==> src/rtl/level_stack_if.sv <==
// Interrupt request handshake between the interrupt arbiter and level_stack.
//   intReq  : request valid, held by the arbiter until intAck
//   intPrio : priority of the pending request (0 = thread mode, never taken)
//   intAddr : handler entry address
//   intAck  : one-cycle pulse when the request has been taken
// master = arbiter side, slave = level_stack side.
interface level_stack_if #(
    parameter int NumLevels = 8,
    parameter int PcWidth   = 32
);
    localparam int LevelsWidth = $clog2(NumLevels);

    logic                   intReq;
    logic [LevelsWidth-1:0] intPrio;
    logic [PcWidth-1:0]     intAddr;
    logic                   intAck;

    modport master (output intReq, output intPrio, output intAddr, input intAck);
    modport slave  (input intReq, input intPrio, input intAddr, output intAck);
endinterface

==> src/rtl/level_stack.sv <==
// level_stack: interrupt nesting controller for the banked register-file stack.
// Takes prioritised requests, pushes {previous level, return pc} onto an
// internal stack, redirects fetch to the handler, and pops the stack when the
// core jumps to the ra marker.
// Ports:
//   clk          clock, all state on rising edge
//   reset        asynchronous, active-low reset
//   intBus       request handshake (intReq/intPrio/intAddr in, intAck out)
//   pcIn         pc of the next instruction, saved on entry
//   retEn        core jumps to the ra marker (1-cycle pulse)
//   level        current level to the register-file stack
//   writeRaEn    write ra marker into the new bank (1-cycle pulse)
//   pcOverrideEn fetch redirect valid (1-cycle pulse)
//   pcOverride   fetch redirect target
//   depth        number of stacked entries
//   stackErr     sticky: return seen with an empty stack
module level_stack #(
    parameter  int NumLevels   = 8,
    parameter  int PcWidth     = 32,
    localparam int LevelsWidth = $clog2(NumLevels)
) (
    input  logic                   clk,
    input  logic                   reset,
    level_stack_if.slave           intBus,
    input  logic [PcWidth-1:0]     pcIn,
    input  logic                   retEn,
    output logic [LevelsWidth-1:0] level,
    output logic                   writeRaEn,
    output logic                   pcOverrideEn,
    output logic [PcWidth-1:0]     pcOverride,
    output logic [LevelsWidth-1:0] depth,
    output logic                   stackErr
);
    typedef enum logic [1:0] {RUN, ENTER, EXIT} state_t;

    state_t                 state;
    // Strictly rising priorities bound nesting to NumLevels-1 entries.
    logic [LevelsWidth-1:0] stackLevel [NumLevels-1];
    logic [PcWidth-1:0]     stackPc    [NumLevels-1];
    logic [LevelsWidth-1:0] topIdx;

    assign topIdx = depth - LevelsWidth'(1);

    always_ff @(posedge clk or negedge reset) begin
        if (!reset) begin
            state         <= RUN;
            level         <= '0;
            depth         <= '0;
            intBus.intAck <= 1'b0;
            writeRaEn     <= 1'b0;
            pcOverrideEn  <= 1'b0;
            pcOverride    <= '0;
            stackErr      <= 1'b0;
            for (int i = 0; i < NumLevels - 1; i++) begin
                stackLevel[i] <= '0;
                stackPc[i]    <= '0;
            end
        end else begin
            // Pulses default low; only the RUN decisions raise them for one cycle.
            intBus.intAck <= 1'b0;
            writeRaEn     <= 1'b0;
            pcOverrideEn  <= 1'b0;
            case (state)
                RUN: begin
                    // A return takes precedence; a concurrent request stays pending.
                    if (retEn) begin
                        if (depth != '0) begin
                            depth        <= topIdx;
                            level        <= stackLevel[topIdx];
                            pcOverride   <= stackPc[topIdx];
                            pcOverrideEn <= 1'b1;
                            state        <= EXIT;
                        end else begin
                            stackErr <= 1'b1;
                        end
                    end else if (intBus.intReq && (intBus.intPrio > level)) begin
                        stackLevel[depth] <= level;
                        stackPc[depth]    <= pcIn;
                        depth             <= depth + LevelsWidth'(1);
                        level             <= intBus.intPrio;
                        pcOverride        <= intBus.intAddr;
                        intBus.intAck     <= 1'b1;
                        writeRaEn         <= 1'b1;
                        pcOverrideEn      <= 1'b1;
                        state             <= ENTER;
                    end
                end
                // One-cycle states: outputs were set on the way in; nothing is taken here.
                ENTER:   state <= RUN;
                EXIT:    state <= RUN;
                default: state <= RUN;
            endcase
        end
    end
endmodule
==> src/flat_wrapper.sv <==
// flat-port wrapper written by rule: the top's interface ports become plain ports
module level_stack_flat 
#(
    parameter  int NumLevels   = 8,
    parameter  int PcWidth     = 32,
    localparam int LevelsWidth = $clog2(NumLevels)
)
  (clk, reset, pcIn, retEn, level, writeRaEn, pcOverrideEn, pcOverride, depth, stackErr, intBus_intReq, intBus_intPrio, intBus_intAddr, intBus_intAck);
  level_stack_if #(.NumLevels(NumLevels), .PcWidth(PcWidth)) intBus_i ();
  input  logic clk;
  input  logic reset;
  input  logic [PcWidth-1:0] pcIn;
  input  logic retEn;
  output logic [LevelsWidth-1:0] level;
  output logic writeRaEn;
  output logic pcOverrideEn;
  output logic [PcWidth-1:0] pcOverride;
  output logic [LevelsWidth-1:0] depth;
  output logic stackErr;
  input wire logic [$bits(intBus_i.intReq)-1:0] intBus_intReq;
  input wire logic [$bits(intBus_i.intPrio)-1:0] intBus_intPrio;
  input wire logic [$bits(intBus_i.intAddr)-1:0] intBus_intAddr;
  output wire logic [$bits(intBus_i.intAck)-1:0] intBus_intAck;
  assign intBus_i.intReq = intBus_intReq;
  assign intBus_i.intPrio = intBus_intPrio;
  assign intBus_i.intAddr = intBus_intAddr;
  assign intBus_intAck = intBus_i.intAck;
  level_stack #(.NumLevels(NumLevels), .PcWidth(PcWidth)) u_core (.clk(clk), .reset(reset), .intBus(intBus_i), .pcIn(pcIn), .retEn(retEn), .level(level), .writeRaEn(writeRaEn), .pcOverrideEn(pcOverrideEn), .pcOverride(pcOverride), .depth(depth), .stackErr(stackErr));
endmodule
==> config.mk <==
export PLATFORM = sky130hd
export DESIGN_NAME = level_stack_flat
export DESIGN_NICKNAME = d
export VERILOG_FILES = /design/src/rtl/level_stack_if.sv /design/src/rtl/level_stack.sv /design/src/flat_wrapper.sv
export SDC_FILE = /design/constraint.sdc
export NUM_CORES = 1
export LEC_CHECK = 0
export BUFFER_PORTS_ARGS = -buffer_cell sky130_fd_sc_hd__buf_2
export CORE_MARGIN = 2
export CORE_UTILIZATION = 40
export DETAILED_ROUTE_END_ITERATION = 8
export HOLD_SLACK_MARGIN = 0.02
export SLEW_MARGIN = 10
export SYNTH_ARGS = -nofsm -noshare
export SYNTH_HDL_FRONTEND = slang
export SYNTH_SLANG_ARGS = --single-unit
==> constraint.sdc <==
create_clock -name clk -period 5.6 [get_ports clk]
set_input_delay 0.56 -clock clk [delete_from_list [all_inputs] [get_ports clk]]
set_output_delay 0.56 -clock clk [all_outputs]
set_load 0.02 [all_outputs]
==> results of run 1 <==
-- per-layer routing --
| metal | track usage, % | part of all wire [%] | vias to the layer above |
|---|---|---|---|
| met3 | 2.95 | 3.7 | 35 |
| met5 | 0 | 0.044 | - |
| li1 | - | - | 3580 |
| met4 | 4.10 | 1.6 | 2 |
| met2 | 30.2 | 49 | 126 |
| met1 | 24.1 | 45 | 4096 |
-- worst reg2reg max path: stages (launching register included) --
cell and delay (ps):
dfrtp_4 680, inv_2 210, ha_4 400, buf_4 820
mux2_2 450, a22oi_1 140, o211ai_1 160, o21ai_0 130
o21ai_0 90
-- registers in the layout, indices dropped and copies added (netlist names) --
register,cells
u_core.stackPc,224
u_core.stackLevel,21
u_core.pcOverride,32
u_core.intBus.intAck,1
u_core.depth,3
u_core.pcOverrideEn,1
u_core.level,3
u_core.state,2
u_core.stackErr,1
-- report_power, final --
part | switching, mW | internal, mW
sequential | 0.518 | 2.97
combinational | 1.61 | 1.69
clock | 0.854 | 1.28
-- layout make-up --
class	instances	area, um^2	area share, %
repair buffers	124	686	4.53
inverters	8	30.0	0.198
clock inverters	9	97.6	0.645
clock buffers	50	992	6.56
well taps	442	553	3.65
flip-flops and latches	288	7210	47.6
diodes	1	2.50	0.0165
multi-input cells	562	5560	36.8
-- synth_stat cells --
| cell | number |
|---|---|
| buf_12 | 3 |
| o21ai_2 | 1 |
| a31o_2 | 1 |
| nor2_1 | 9 |
| nand3_2 | 1 |
| nand2_1 | 70 |
| xor2_1 | 2 |
| mux4_2 | 35 |
| dfrtp_1 | 288 |
| clkbuf_1 | 30 |
| and3b_2 | 1 |
| nand4_2 | 1 |
| a22o_1 | 2 |
| xnor2_1 | 2 |
| buf_6 | 1 |
| buf_2 | 23 |
| nor4_4 | 1 |
| inv_1 | 7 |
| nand2_4 | 1 |
| mux2_1 | 1 |
| mux2i_1 | 3 |
| and3_1 | 1 |
| and4_1 | 1 |
| buf_4 | 10 |
| a21oi_1 | 5 |
| o21ai_0 | 66 |
| a22oi_1 | 33 |
| inv_2 | 1 |
| nor2b_1 | 2 |
| buf_1 | 3 |
| o211ai_1 | 35 |
| nand3_1 | 1 |
| nor2_2 | 1 |
| or4_4 | 1 |
| mux2_4 | 30 |
| and4b_4 | 1 |
| mux2_2 | 247 |
| ha_1 | 6 |
| nor3_2 | 1 |
-- through the flow --
step / power, mW / hold WS [ps] / cell area [um^2] / util, % / setup slack (ps)
6_report: 8.92 / 85.3 / 15100 / 46.6 / 2370
5_1_grt: 9.50 / 165 / 15100 / 46.6 / 2130
4_1_cts: 9.03 / 129 / 15100 / 46.6 / 2320
3_5_place_dp: 6.86 / 465 / 14000 / 43.3 / 2330
3_3_place_gp: 6.76 / 457 / 14000 / 43.3 / 2350
2_1_floorplan: 5.92 / 264 / 13100 / - / 3160
-- final timing paths --
kind,cells past startpoint,startpoint,endpoint,slack [ps]
min in group clk,3,intBus_intAddr[24],u_core.pcOverride[24],330
max in group asynchronous,2,reset,u_core.stackPc[160],4220
worst min register to register,2,u_core.pcOverride[5],u_core.pcOverride[5],470
worst max-delay path,8,u_core.depth[0],u_core.pcOverride[18],2370
worst min-delay path,1,reset,u_core.stackPc[216],90
worst max register to register,8,u_core.depth[0],u_core.pcOverride[18],2370
-- cells by family (layout without fill, tap and decap cells) --
logic type / Yosys count / in the layout
muxes: 316 / 316
xor gates and xnor gates: 4 / 4
adders and majority gates: 6 / 6
AOI/OAI and AO/OA: 143 / 143
buffers and inverters: 78 / 191
other: 0 / 1
and+or+nand+nor: 93 / 93
DFF: 288 / 288
==> impl_summary.log, run 1 <==
[metrics] run status: complete, no violations
[metrics] half-perimeter wire length of the detailed placement result: about 17 mm
[metrics] yosys synthesis warning count: 0
[metrics] global route overflow: 0
[metrics] portion of synthesized cell area occupied by the leading cell type: a little over half
[metrics] crit path max-delay cell type: buf_4
[metrics] syn avg cell area: 14.1 um^2
[metrics] Pre-Repair DR Iteration Count: 4
[metrics] Max Transition Viols Final: 0
[metrics] number of nets still failing antenna checks after routing: 0
[metrics] most common library cell in the layout ignoring fill and taps: dfrtp_1
[metrics] Slowest Stage Delay on Critical Path: 820 ps
[metrics] top fanout value on the critical path: 63
[metrics] pin count of the biggest net entering global routing: between 100 and 150
[metrics] sinks on the clock net: 288
[metrics] share of layout cells above drive strength 1: 48.5%
[metrics] worst setup skew after layout: ~25 ps
[metrics] Die X-Extent: 185 um
[metrics] routed wire length: a little under 30 mm
[metrics] FMAX: around 300 MHz
[metrics] dominant combinational cell family by area after synthesis: multiplexers
[metrics] most frequent cells in the layout: 287 x dfrtp_1, 247 x mux2_2, 111 x buf_2
[metrics] adder-cell share of the synthesized area: less than 1%
[metrics] number of vias per cell: roughly 5.3
[metrics] area of the core region: around 0.032 mm^2
[metrics] setup TNS: 0 ps
[metrics] ports placed on the boundary: roughly 110
[metrics] antenna violations before repair: 2
[metrics] Post-Syn Nets: 1005
[metrics] starting DRC count in detailed routing: a little over 400
[metrics] count of standard-cell rows: 66
[metrics] Nets: 1095
[metrics] type of the worst setup path: reg -> reg
[metrics] flip-flop and latch count after synthesis: 288
[metrics] largest voltage drop on the vdd net: 0.000285 V
[metrics] Static Leakage: between 7 and 8 nW
[metrics] clock tree from TritonCTS: built
[metrics] via count: around 7800
[metrics] layout overhead on the synthesized area: 15.3%
[metrics] most used cell, CP: o21ai_0
[metrics] Worst path top cell family by delay: buffers and inverters
[metrics] arrival time at the worst endpoint: roughly 3600 ps
[metrics] Setup violations, final: 0
[metrics] Post-CTS Hold Fix Bufs: 0
[metrics] max_cap viols: 0
[metrics] Setup crit end kind: flip-flop
[metrics] power density over cell area: 589 mW/mm^2
[metrics] clock period minus worst slack: about 3200 ps
[metrics] buffer levels on the longest clock path: 3
[metrics] total buffers and inverters traversed by the critical path: 2
[metrics] Gate Count Post-Synth: around 930
[metrics] area of the mapped netlist: 0.0131 mm^2
[metrics] number of instances resized during post-cts repair: 0
[metrics] critical-path cell list: inv_2 -> ha_4 -> buf_4 -> mux2_2 -> a22oi_1 -> o211ai_1 -> o21ai_0 -> o21ai_0
[metrics] global router's overall resource usage: between 10% and 20%
[metrics] global-route wire length before repair: about 47 mm
[metrics] average wire length per cell after detail routing: 20.0 um
[metrics] clock latency at the later pin of the worst-skew pair: about 520 ps
[metrics] filler-free cell count of the finished design: 1484
[metrics] number of buffers created by CTS: 34
[metrics] starting density of the core: between 40% and 50%
[metrics] leading cell types by total area after synthesis: dfrtp_1 55%, mux2_2 21%, mux4_2 6.0%, mux2_4 3.4%, o21ai_0 2.5%
[metrics] worst slew slack as a fraction of its limit: between 20% and 30%
[metrics] portion of netlist area occupied by mux cells: a little under a third
[metrics] hold violation total from the final report: 0
[metrics] port bufs: between 100 and 150
[metrics] post-synthesis compound-gate area fraction: under 10%
[metrics] count of different cell masters after synthesis: 39
[metrics] area share of xor/xnor cells in the synthesized design: less than 1%
[metrics] clock transition at the registers of the reported paths: about 60 ps
[metrics] Setup Buffers After CTS: 0
[metrics] RSZ-0062 raised after global routing: no
[metrics] Fill cells: around 2900
[metrics] synthesized-area fraction occupied by and/or/nand/nor cells: approximately 3.3%
[metrics] sort of element at the start of the critical path: flip-flop
[metrics] share of synthesized area occupied by flip-flops and latches: between 50% and 60%
[metrics] Tightest Hold Check Type: in -> async
[metrics] Synth area leader: dfrtp_1
[metrics] die area: between 0.03 and 0.04 mm^2
[metrics] final RePlAce weighted congestion: between 0.7 and 0.8
[metrics] placed cells: about 1400
[metrics] Worst Max-Slew Pin Slew: around 1200 ps
[metrics] Die Y: between 150 and 200 um
[metrics] Root Driver: clkbuf_16
[metrics] # DRC: 0
[metrics] number of global-route vias before repair: 8233
[metrics] worst path required time: just under 6000 ps
[metrics] number of levels the H-tree was split into: 2
[metrics] part of the cycle the worst path needs: just under 60%
Power figures use the tool's default switching activity.
==> run 2, diff against run 1 <==
--- a/config.mk
+++ b/config.mk
@@ -5,6 +5,7 @@
 export SDC_FILE = /design/constraint.sdc
 export NUM_CORES = 1
 export LEC_CHECK = 0
+export ABC_AREA = 1
 export BUFFER_PORTS_ARGS = -buffer_cell sky130_fd_sc_hd__buf_2
 export CORE_MARGIN = 2
 export CORE_UTILIZATION = 40
==> constraint.sdc (replaced) <==
create_clock -name clk -period 3.01 [get_ports clk]
set_input_delay 0.301 -clock clk [delete_from_list [all_inputs] [get_ports clk]]
set_output_delay 0.301 -clock clk [all_outputs]
set_load 0.02 [all_outputs]
==> impl_summary.log, run 2 <==
[metrics] run status: complete, no violations
[metrics] clock transition at the registers of the reported paths: roughly 60 ps
[metrics] count of different cell masters after synthesis: 28
[metrics] Worst Max-Slew Pin Slew: 1330 ps
[metrics] setup TNS: 0 ps
[metrics] clock latency at the later pin of the worst-skew pair: between 500 and 600 ps
[metrics] count of standard-cell rows: a little over 70
[metrics] buffer levels on the longest clock path: 3
[metrics] average wire length per cell after detail routing: about 20 um
[metrics] port bufs: about 110
[metrics] layout overhead on the synthesized area: 14.9%
[metrics] # DRC: 0
[metrics] area of the mapped netlist: 0.0153 mm^2
[metrics] most frequent cells in the layout: 993 x nand2_1, 287 x dfrtp_1, 245 x nand4_1
[metrics] critical-path cell list: inv_1 -> ha_1 -> nand2_1 -> inv_2 -> nand2_1 -> nand2_2 -> nor2_8 -> nand3_4 -> nand2_1 -> nand2_1
[metrics] synthesized-area fraction occupied by and/or/nand/nor cells: a little over two fifths
[metrics] Crit. path cell count: 10
[metrics] global-route wire length before repair: 83.6 mm
[metrics] Setup violations, final: 0
[metrics] number of global-route vias before repair: 13700
[metrics] Setup Buffers After CTS: 0
[metrics] total buffers and inverters traversed by the critical path: 2
[metrics] Static Leakage: slightly below 10 nW
[metrics] clock period minus worst slack: 2550 ps
[metrics] dominant combinational cell family by area after synthesis: simple AND/OR/NAND/NOR gates
[metrics] worst setup skew after layout: about 17 ps
[metrics] Tightest Hold Check Type: in -> reg
[metrics] leading cell types by total area after synthesis: dfrtp_1 47%, nand2_1 24%, nand4_1 10%, nand3_1 6.0%, inv_1 5.1%
[metrics] Min-Delay Path Depth: 5
[metrics] Worst path top cell family by delay: simple AND/OR/NAND/NOR gates
[metrics] part of the cycle the worst path needs: 84.6%
[metrics] share of synthesized area occupied by flip-flops and latches: 47.0%
[metrics] top fanout value on the critical path: 35
[metrics] Primary FF master, synth: dfrtp_1
[metrics] crit path max-delay cell type: nand3_4
[metrics] most common library cells after synthesis: 993 x nand2_1, 288 x dfrtp_1, 245 x nand4_1
[metrics] leading registers by flop count: u_core.stackPc (224), u_core.pcOverride (32), u_core.stackLevel (21)
[metrics] FMAX: 393 MHz
[metrics] Die X-Extent: between 150 and 200 um
[metrics] ports placed on the boundary: 113
[metrics] adder-cell share of the synthesized area: less than 1%
[metrics] half-perimeter wire length of the detailed placement result: between 20 and 30 mm
[metrics] number of flip-flops in the largest register: approximately 220
[metrics] post-synthesis compound-gate area fraction: less than 1%
[metrics] most flop-heavy register: u_core.stackPc
[metrics] routed wire length: about 54 mm
[metrics] type of the worst setup path: reg -> reg
[metrics] power density over cell area: roughly 1200 mW/mm^2
[metrics] most common library cell in the layout ignoring fill and taps: nand2_1
[metrics] Pre-Repair DR Iteration Count: 5
[metrics] Die Y: roughly 200 um
[metrics] portion of synthesized cell area occupied by the leading cell type: between 40% and 50%
[metrics] number of buffers created by CTS: 34
[metrics] clock tree from TritonCTS: built
[metrics] worst slew slack as a fraction of its limit: 11.1%
[metrics] number of vias per cell: 5.44
[metrics] RSZ-0062 raised after global routing: no
[metrics] via count: 14700
[metrics] pin count of the biggest net entering global routing: between 150 and 200
[metrics] sort of element at the start of the critical path: flip-flop
[metrics] area of the core region: around 0.038 mm^2
[metrics] max_cap viols: 0
[metrics] global router's overall resource usage: ~28%
[metrics] area share of xor/xnor cells in the synthesized design: less than 1%
[metrics] starting DRC count in detailed routing: approximately 1800
[metrics] Root Driver: clkbuf_16
[metrics] Gate Count Post-Synth: 2118
[metrics] Post-Syn Nets: between 2000 and 2500
[metrics] total power consumption of the routed design: 20.4 mW
[metrics] syn avg cell area: 7.23 um^2
[metrics] hold violation total from the final report: 0
[metrics] arrival time at the worst endpoint: roughly 3000 ps
[metrics] largest voltage drop on the vdd net: 0.000801 V
[metrics] number of nets still failing antenna checks after routing: 0
[metrics] yosys synthesis warning count: 0
[metrics] Nets: 2240
[metrics] global route overflow: 0
[metrics] share of layout cells above drive strength 1: a little under an eighth
[metrics] worst path required time: 3400 ps
[metrics] starting density of the core: between 40% and 50%
[metrics] proportion of register bits with asynchronous set or reset after synthesis: 100%
[metrics] Max Transition Viols Final: 0
[metrics] Synth area leader: dfrtp_1
[metrics] number of enable flip-flop cells after synthesis: 0
[metrics] antenna violations before repair: 3
[metrics] number of levels the H-tree was split into: 2
[metrics] final RePlAce weighted congestion: approximately 0.84
[metrics] die area: approximately 0.04 mm^2
[metrics] most used cell, CP: nand2_1
[metrics] portion of netlist area occupied by mux cells: 0%
[metrics] library cell with the highest instance count after synthesis: nand2_1
[metrics] Setup crit end kind: flip-flop
[metrics] sinks on the clock net: around 290
[metrics] Slowest Stage Delay on Critical Path: between 600 and 700 ps
[metrics] flip-flop and latch count after synthesis: approximately 290
[metrics] length in cells of the worst reg-to-reg path: 10
[run 2: path summary, 6_finish.rpt]
kind / slack, ps / from / to
hold reg to reg: 470 / u_core.stackPc[37] / u_core.stackPc[37]
max in group asynchronous: 1590 / reset / u_core.pcOverride[20]
setup / recovery: 460 / u_core.level[2] / u_core.stackPc[94]
min in group asynchronous: 410 / reset / u_core.stackPc[204]
setup reg to reg: 460 / u_core.level[2] / u_core.stackPc[94]
hold / removal: 90 / intBus_intAddr[3] / u_core.pcOverride[3]
[run 2: what timing repair did]
action | CTS | global route
resized for setup | 0 | 0
endpoints found under the hold margin | 83 | 0
hold buffers | 1 | 0
[run 2: worst min-delay path, delay by kind of cell]
kind | cells | cell delay, ps
buffers and inverters | 1 | 80
and+or+nand+nor | 4 | 210
[run 2: final cells by class]
type / count / area (um^2)
fill: 3837 / 20100
sequential: 288 / 7210
multi-input combinational: 1455 / 6560
timing repair buffer: 170 / 1120
clock buffer: 54 / 1100
inverter: 214 / 805
tap: 511 / 639
clock inverter: 8 / 168
antenna: 2 / 5.00
[run 2: per-layer routing]
layer	part of all wire (%)	GRT usage [%]	vias up	wire length (um)
li1	-	-	6841	-
met1	45	40.6	7151	24300
met2	45	42.0	642	24400
met3	8.5	4.32	60	4610
met4	1.6	7.24	2	857
met5	0.024	0	-	13
[run 2: kinds of logic (layout without fill, tap and decap cells)]
family / count (synthesis) / in the layout
AOI/OAI and AO/OA: 4 / 4
buffers and inverters: 375 / 446
adders and majority gates: 6 / 6
xor gates and xnor gates: 2 / 2
DFF: 288 / 288
and+or+nand+nor: 1443 / 1443
other: 0 / 2
[run 2: power breakdown]
group	total, mW	internal [mW]	switching [mW]
sequential	6.60	5.58	1.02
combinational	9.16	2.63	6.53
clock	4.62	2.94	1.69
[run 2: stage by stage]
stage	util [%]	worst slack [ps]	cells	instance area [um^2]	hold WS, ps
floorplan	-	747	2118	15300	5.41
global placement	43.3	542	2637	16300	409
detailed placement	43.3	504	2637	16300	405
CTS	46.7	501	2700	17600	79.2
global route	46.8	264	2702	17600	106
finish	46.8	462	2702	17600	91.0
